[config.mk]
export PLATFORM = sky130hd
export DESIGN_NAME = writeback_arbiter
export DESIGN_NICKNAME = d
export VERILOG_FILES = /design/src/rtl/writeback_arbiter.sv
export SDC_FILE = /design/constraint.sdc
export NUM_CORES = 1
export LEC_CHECK = 0
export BUFFER_PORTS_ARGS = -buffer_cell sky130_fd_sc_hd__buf_4
export CORE_AREA = 2 2 130 132
export DETAILED_ROUTE_END_ITERATION = 6
export DIE_AREA = 0 0 132 134
export GPL_TIMING_DRIVEN = 0
export HOLD_SLACK_MARGIN = 0.03
export PLACE_DENSITY = 0.75
export REMOVE_ABC_BUFFERS = 1
export SYNTH_ARGS = -nofsm -noshare
export SYNTH_HDL_FRONTEND = slang
export SYNTH_SLANG_ARGS = --single-unit
[constraint.sdc]
create_clock -name clk_i -period 2.2 [get_ports clk_i]
set_input_delay 0.44 -clock clk_i [delete_from_list [all_inputs] [get_ports clk_i]]
set_output_delay 0.44 -clock clk_i [all_outputs]
set_load 0.02 [all_outputs]
[src/rtl/writeback_arbiter.sv]
// writeback_arbiter
//   Drives the single register-file write port. The in-order pipeline WB stage
//   always wins the slot; long-latency results (mul/div/load miss) are queued
//   in a small FIFO and drained in slots the pipeline leaves idle. A starvation
//   counter asks upstream to idle WB for a slot once the FIFO has been passed
//   over STARVE_MAX times in a row. Pending writes are reported for hazard
//   checks.
//
//   Optional feature macro: WB_FORWARD_EN (adds fwd_hit_o / fwd_data_o and
//   narrows chk_pend_o to FIFO entries only).
//
//   Ports:
//     clk_i, rst_n_i                   clock (posedge), async active-low reset
//     pipe_valid_i/addr_i/data_i       pipeline WB write request
//     lu_valid_i/addr_i/data_i, lu_ready_o   long-latency result handshake
//     write_ctrl_o/addr_o/data_o       registered register-file write port
//     pipe_stall_o                     ask upstream to leave one WB slot idle
//     chk_addr_i, chk_pend_o           hazard query: write pending to address
//     count_o                          FIFO occupancy
//     fwd_hit_o, fwd_data_o            (WB_FORWARD_EN only) output-register forward
module writeback_arbiter #(
    parameter int DATA_W     = 32,
    parameter int DEPTH      = 4,
    parameter int STARVE_MAX = 8
) (
    input  logic                       clk_i,
    input  logic                       rst_n_i,
    input  logic                       pipe_valid_i,
    input  logic [4:0]                 pipe_addr_i,
    input  logic [DATA_W-1:0]          pipe_data_i,
    input  logic                       lu_valid_i,
    output logic                       lu_ready_o,
    input  logic [4:0]                 lu_addr_i,
    input  logic [DATA_W-1:0]          lu_data_i,
    output logic                       write_ctrl_o,
    output logic [4:0]                 write_addr_o,
    output logic [DATA_W-1:0]          write_data_o,
    output logic                       pipe_stall_o,
    input  logic [4:0]                 chk_addr_i,
    output logic                       chk_pend_o,
    output logic [$clog2(DEPTH+1)-1:0] count_o
`ifdef WB_FORWARD_EN
    ,
    output logic                       fwd_hit_o,
    output logic [DATA_W-1:0]          fwd_data_o
`endif
);

    localparam int PW = $clog2(DEPTH);
    localparam int CW = $clog2(DEPTH+1);
    localparam int SW = (STARVE_MAX > 0) ? $clog2(STARVE_MAX+1) : 1;
    localparam logic [CW-1:0] FULL  = CW'(DEPTH);
    localparam logic [SW-1:0] S_LIM = SW'(STARVE_MAX);

    logic [4:0]        addr_mem_q [DEPTH];
    logic [DATA_W-1:0] data_mem_q [DEPTH];
    logic [PW-1:0]     wr_ptr_q, wr_ptr_d, rd_ptr_q, rd_ptr_d;
    logic [CW-1:0]     count_q, count_d;
    logic [SW-1:0]     starve_q, starve_d;
    logic              stall_q, stall_d;
    logic              write_ctrl_q, write_ctrl_d;
    logic [4:0]        write_addr_q, write_addr_d;
    logic [DATA_W-1:0] write_data_q, write_data_d;

    logic pipe_win, fifo_empty, push, pop;
    logic fifo_hit, out_hit;
    logic [PW-1:0] offset;

    assign lu_ready_o   = (count_q != FULL);
    assign fifo_empty   = (count_q == '0);
    assign pipe_win     = pipe_valid_i && (pipe_addr_i != 5'd0);
    // r0 results are accepted (handshake completes) but never stored.
    assign push         = lu_valid_i && lu_ready_o && (lu_addr_i != 5'd0);
    assign pop          = !pipe_win && !fifo_empty;

    assign write_ctrl_o = write_ctrl_q;
    assign write_addr_o = write_addr_q;
    assign write_data_o = write_data_q;
    assign pipe_stall_o = stall_q;
    assign count_o      = count_q;

    always_comb begin
        wr_ptr_d     = wr_ptr_q;
        rd_ptr_d     = rd_ptr_q;
        count_d      = count_q;
        starve_d     = starve_q;
        stall_d      = stall_q;
        write_ctrl_d = 1'b0;
        write_addr_d = write_addr_q;
        write_data_d = write_data_q;

        if (push) wr_ptr_d = wr_ptr_q + PW'(1);
        if (pop)  rd_ptr_d = rd_ptr_q + PW'(1);
        case ({push, pop})
            2'b10:   count_d = count_q + CW'(1);
            2'b01:   count_d = count_q - CW'(1);
            default: count_d = count_q;
        endcase

        if (pipe_win) begin
            write_ctrl_d = 1'b1;
            write_addr_d = pipe_addr_i;
            write_data_d = pipe_data_i;
        end else if (pop) begin
            write_ctrl_d = 1'b1;
            write_addr_d = addr_mem_q[rd_ptr_q];
            write_data_d = data_mem_q[rd_ptr_q];
        end

        // Non-empty and no pop means the pipe took the slot. Counter saturates
        // at the limit; with STARVE_MAX=0 the limit is 0 so it never moves.
        if (pop || fifo_empty) begin
            starve_d = '0;
        end else if (starve_q != S_LIM) begin
            starve_d = starve_q + SW'(1);
        end

        if (pop) begin
            stall_d = 1'b0;
        end else if ((STARVE_MAX != 0) && !fifo_empty && (starve_q == S_LIM)) begin
            stall_d = 1'b1;
        end
    end

    always_ff @(posedge clk_i or negedge rst_n_i) begin
        if (!rst_n_i) begin
            wr_ptr_q     <= '0;
            rd_ptr_q     <= '0;
            count_q      <= '0;
            starve_q     <= '0;
            stall_q      <= 1'b0;
            write_ctrl_q <= 1'b0;
            write_addr_q <= '0;
            write_data_q <= '0;
        end else begin
            wr_ptr_q     <= wr_ptr_d;
            rd_ptr_q     <= rd_ptr_d;
            count_q      <= count_d;
            starve_q     <= starve_d;
            stall_q      <= stall_d;
            write_ctrl_q <= write_ctrl_d;
            write_addr_q <= write_addr_d;
            write_data_q <= write_data_d;
        end
    end

    // Storage needs no reset: validity is tracked by the pointers and count.
    always_ff @(posedge clk_i) begin
        if (push) begin
            addr_mem_q[wr_ptr_q] <= lu_addr_i;
            data_mem_q[wr_ptr_q] <= lu_data_i;
        end
    end

    // An entry is live when its distance from the read pointer is below count.
    always_comb begin
        fifo_hit = 1'b0;
        offset   = '0;
        for (int i = 0; i < DEPTH; i++) begin
            offset = PW'(i) - rd_ptr_q;
            if ((CW'(offset) < count_q) && (addr_mem_q[i] == chk_addr_i)) fifo_hit = 1'b1;
        end
    end

    assign out_hit = write_ctrl_q && (write_addr_q == chk_addr_i);

`ifdef WB_FORWARD_EN
    assign chk_pend_o = (chk_addr_i != 5'd0) && fifo_hit;
    assign fwd_hit_o  = (chk_addr_i != 5'd0) && out_hit;
    assign fwd_data_o = write_data_q;
`else
    assign chk_pend_o = (chk_addr_i != 5'd0) && (fifo_hit || out_hit);
`endif

endmodule

; Word-level counts from Yosys, hierarchy flattened
; Memories as Yosys holds them, arrays and structs flattened.
; Index checks and enable logic that the tools add are counted.
[op_classes]
add_sub_neg = 9
order_cmp = 4
n_eq_ne = 10
mux = 17
reduce_logical = 23
[op_table]
columns = cell, count
row1 = 2-to-1 mux 32 bit, 2
row2 = == test 5 bit, 5
row3 = nonzero test 5 bit, 3
row4 = < comparator 2 x 3 -> 1 bit, 4
row5 = logical AND 1 bit, 11
row6 = 2-to-1 mux 1 bit, 10
row7 = 2-to-1 mux 5 bit, 2
row8 = 2-to-1 mux 4 bit, 2
row9 = nonzero test 2 bit, 4
row10 = case mux 3 bit (2 select lines), 1
row11 = "adder 2 x 1 -> 2 bit, second input constant", 2
row12 = "adder 4 x 1 -> 4 bit, second input constant", 1
row13 = "== test 4 bit, second input constant", 1
row14 = "!= test 4 bit, second input constant", 1
row15 = "subtractor 1 x 2 -> 2 bit, first input constant", 2
row16 = "subtractor 2 bit, first input constant", 2
row17 = "adder 3 x 1 -> 3 bit, second input constant", 1
row18 = logical NOT 3 bit, 1
row19 = "!= test 3 bit, second input constant", 1
row20 = "subtractor 3 x 1 -> 3 bit, second input constant", 1
row21 = "== test 2 x 1 -> 1 bit, second input constant", 1
row22 = "== test 2 bit, second input constant", 1
row23 = logical NOT 1 bit, 2
row24 = logical OR 1 bit, 2
[word_totals]
regBits = 50
mem_bits_rw = 148
inputBits = 83
out_inout_bits = 44
wordCells = 73
memories = 2
[mem_list]
columns = name, words, word_bits, rd, rd_ports_with_merged_regs, wr, line
row1 = data_mem_q, 4, 32, 1, 0, 1, 56  ; logic [DATA_W-1:0] data_mem_q [DEPTH];
row2 = addr_mem_q, 4, 5, 5, 0, 1, 55  ; logic [4:0] addr_mem_q [DEPTH];

; Longest topological paths before layout
[depth]
word_depth = 9
mapped_depth = 11
depth_no_buf = 11

; Least setup slack after synthesis
; OpenSTA, ideal clock, no wires.
[synth_path]
path_type = register to register
startpoint = register count_q[1], in the netlist count_o[1]
endpoint = memory addr_mem_q[0][0], enable pin
setup_ps = 398
arrival_ps = 2256
required_ps = 1802
setup_slack_ps = -454
path_stages_with_launch = 6
n_path_buf = 0
synth_period_minus_slack_ps = 2654
cell_sequence = dfrtp_1 > inv_1 > nand3_1 > nand2_1 > a21oi_1 > and2_1
[synth_between]
elab_chain_cells = 5
[synth_rtl]
columns = element, line
row1 = "start, declared", 58  ; logic [CW-1:0] count_q, count_d;
row2 = "start signal, assigned", 138  ; count_q <= count_d;
row3 = != test 3 bit, 69  ; assign lu_ready_o = (count_q != FULL);
row4 = net lu_ready_o, 32  ; output logic lu_ready_o,
row5 = logical AND 1 bit (2 in series), 73  ; assign push = lu_valid_i && lu_ready_o && (lu_addr_i != 5'd0);
row6 = 2-to-1 mux 1 bit, 149  ; if (push) begin
row7 = 2-to-1 mux 1 bit (implied by the code), 150  ; addr_mem_q[wr_ptr_q] <= lu_addr_i;
row8 = "end, declared", 55
; The timed path passes the listed nets, and every way through them passes these cells.

; Worst setup path in the final report
[layout_path]
startpoint = register rd_ptr_q[1]
endpoint = output chk_pend_o
[layout_between]
elab_chain_cells = 9
word_cells_on_any_way = 18
cone_classes = add/sub (4) / order compare (4) / mux (4) / reduce/logical (6)
[layout_rtl]
columns = element, line
row1 = "start, declared", 57  ; logic [PW-1:0] wr_ptr_q, wr_ptr_d, rd_ptr_q, rd_ptr_d;
row2 = "start signal, assigned", 137  ; rd_ptr_q <= rd_ptr_d;
row3 = subtractor 1 x 2 -> 2 bit, 160  ; offset = PW'(i) - rd_ptr_q;
row4 = < comparator 2 x 3 -> 1 bit, 161  ; if ((CW'(offset) < count_q) && (addr_mem_q[i] == chk_addr_i)) fifo_hit = 1'b1;
row5 = logical AND 1 bit, 161
row6 = 2-to-1 mux 1 bit (3 in series), 161
row7 = 2-to-1 mux 1 bit (*), 161
row8 = logical OR 1 bit (*), 172  ; assign chk_pend_o = (chk_addr_i != 5'd0) && (fifo_hit || out_hit);
row9 = logical AND 1 bit (*), 172
row10 = "end, declared", 40  ; output logic chk_pend_o,
; Every way passes the cells marked *; elsewhere a longest branch is shown, timed or not.

==> flow_metrics.tcl <==
set metrics [dict create \
    status "finished with violations" \
    violations "setup timing" \
    r2r-end "count_o[1]" \
    cpPeakStageDelay_ns 0.49 \
    yosys_register_bits 198 \
    cts_buffer_depth 2 \
    clkPwrFrac_pct 21.4 \
    hp-class "primary input to async pin" \
    synth_cells 480 \
    pre_cts_slack_ns -0.870 \
    grt_pass1_vias 4858 \
    hpwl_um 10300 \
    grt-ovfl-total 0 \
    crit_slowest_cell "dfrtp_4" \
    grt_use_total_pct 20.6 \
    wl_per_cell_um 19.9 \
    power.switching_uw 4210 \
    sw_frac_of_total_pct 31.6 \
    final.period_utilization_pct 121 \
    crit_chain "buf_12, xnor2_4, ha_2, a31oi_2, nand3_1, and3_4, a21oi_2, buf_4" \
    ys_seq_area_share_pct 69.7 \
    setup_ws_ns -0.472 \
    die_h_um 134 \
    reg2regPathDepth 8 \
    die_area_um2 17700 \
    grt_setup_unrepaired "yes" \
    p_seq_share_pct 40.4 \
    initialDrtViolationCount 295 \
    dr.pass1.iters 4 \
    antenna_found_initial 0 \
    drive_above_1_share_pct 38.8 \
    hold_violations 0 \
    floorplan.initialDensity_pct 50.1 \
    crit_type "flip-flop to output pin" \
    finalCriticalPeriod_ns 2.67 \
    cts_inserted_buffers 17 \
    yosysWarnings 0 \
    portBuffers 126 \
    vias 4658 \
    rr_startpoint "count_o[2]" \
    r2r_slack_ns 0.12 \
    setup_violations 1 \
    totalWireLength_um 17100 \
    fin_util_pct 63.8 \
    clock_sinks 198 \
    fin_setup_tns_ns -0.472 \
    skew_ns 0.0104 \
    ctsHoldBuffers 0 \
    cp_data_arrival_time_ns 2.23 \
    p_int_uw 9130 \
    synthTopCellsByCount "148 x edfxtp_1, 50 x dfrtp_1, 41 x nor2_1" \
    slew_viol_final 0 \
    ant_nets 0 \
    globalplace.congestion 0.802 \
    synth_edf_count 148 \
    via_per_inst 5.42 \
    ys.flop_type "edfxtp_1" \
    cts_tree "done" \
    p_per_area_nw_per_um2 1280 \
    num_rows 47 \
    diodes 0 \
    syn_area_um2 8170 \
    maxCapViolCount 0 \
    endpoint_kind "output pin" \
    clock_latency_ns 0.43 \
    grt_pass1_wl_um 27000 \
    cts.htree.levels 4 \
    ios 127 \
    slew_headroom_pct 51.8 \
    grt_max_degree 51 \
    yosys.area.top_type "edfxtp_1" \
    synth.distinct_cells 35 \
    worstMarginPinSlew_ns 0.723 \
    avgSynthCellArea_um2 17.0 \
    core_um2 16300 \
    critPathLaunchType "flip-flop" \
    worst-path-max-fanout 4 \
    p_comb_share_pct 38.1 \
    vdd_ir_drop_max_v 0.000708 \
    fmax_mhz 374 \
    path_delay_family "flip-flops" \
    leakagePower_uw 0.00385 \
    root_buffer "clkbuf_16" \
    drc 0 \
    ys_async_sr_fraction_pct 25.3 \
    synth_top_area_share_pct 54.4 \
    die_w_um 132 \
    synthToLayoutAreaGrowth_pct 27.2 \
    yosysMostFrequentCell "edfxtp_1" \
    synth_area_leaders "edfxtp_1 54%, dfrtp_1 15%, mux4_2 10%" \
    layout.nets 721 \
    cp.required_ns 1.76 \
    cp_num_buf_inv 2 \
    clkTransAtPathRegs_ns 0.07 \
]
## per-stage QoR
step	cells	instance area (um2)	total power, uW	hold WS, ns
2_1_floorplan	453	8030	8260	0.144
3_3_place_gp	799	9250	9640	0.517
3_5_place_dp	809	9500	9930	0.546
4_1_cts	855	10300	13300	0.0754
5_1_grt	859	10400	14000	0.115
6_report	859	10400	13300	0.0702
## final cells by class
cell class | count | area [um2]
clock buffers | 23 | 458
clock inverters | 9 | 80.1
fillers | 1190 | 5900
inverters | 12 | 47.5
multi-input cells | 243 | 2420
flip-flops and latches | 198 | 5710
well taps | 220 | 275
repair buffers | 154 | 1400
## cells in the final DEF, fill, tap and decap left out, drive strengths merged, types with 6 or more instances in the layout
cell type  synthesis  layout
a21oi             40      40
buf               22     152
clkbuf             5      23
dfrtp             50      50
edfxtp           148     148
ha                11      11
inv               12      12
mux2i             36      36
mux4              37      37
nand2              6       6
nor2              41      41
nor3               6       6
xnor2             13      13
xor2              22      22
## power by group through the flow
stage | clock network, uW | registers, uW | logic [uW]
after floorplan | 0 | 5970 | 2290
after global placement | 0 | 5800 | 3830
after detailed placement | 0 | 5760 | 4170
after CTS | 2920 | 5390 | 4960
after global routing | 3060 | 5490 | 5490
final | 2860 | 5400 | 5090
## state kept, by name (all words and copies together), names as in the netlist
signal,count
data_mem_q,128
write_data_o,32
addr_mem_q,20
write_addr_o,5
starve_q,4
count_o,3
rd_ptr_q,2
wr_ptr_q,2
pipe_stall_o,1
write_ctrl_o,1
## cells by family after synthesis
group                    Yosys count  synth area share, %
XOR/XNOR                          35                 3.75
flip-flops                       198                 69.7
adder cells (fa/ha/maj)           12                 1.93
buffers and inverters             39                 2.27
multiplexers                      76                 15.0
AND/OR/NAND/NOR                   70                 3.91
AO/OA/AOI/OAI                     50                 3.40
## worst max-delay path by stage
stage	startpoint	to	slack (ns)	cells after the start
floorplan	count_o[0]	count_o[1]	-1.89	7
global route	rd_ptr_q[1]	chk_pend_o	-0.57	8
CTS	rd_ptr_q[1]	chk_pend_o	-0.47	8
detailed placement	pipe_addr_i[0]	count_o[2]	-0.87	11
global placement	count_o[0]	count_o[1]	-2.99	7
finish	rd_ptr_q[1]	chk_pend_o	-0.47	8
## per-layer routing
layer / up-vias / wire, um / global-route usage [%]
li1: 2118 / - / -
met1: 2384 / 7290 / 26.4
met2: 135 / 8680 / 34.1
met3: 21 / 844 / 4.76
met4: 0 / 308 / 8.82
met5: - / 0 / 0
## worst reg2reg max path, stage by stage, from the launching register on
cell,delay [ns]
dfrtp_1,0.48
nor3_4,0.27
buf_12,0.20
inv_1,0.09
and2_4,0.16
ha_4,0.16
inv_2,0.06
fa_2,0.42
o21ai_0,0.15
## repair_timing
item,in CTS,in global routing
buffers inserted,12,4
pin swaps,8,10
setup endpoints to repair,153,84
gates cloned,2,0
resized for setup,20,15
Power figures use the tool's default switching activity.
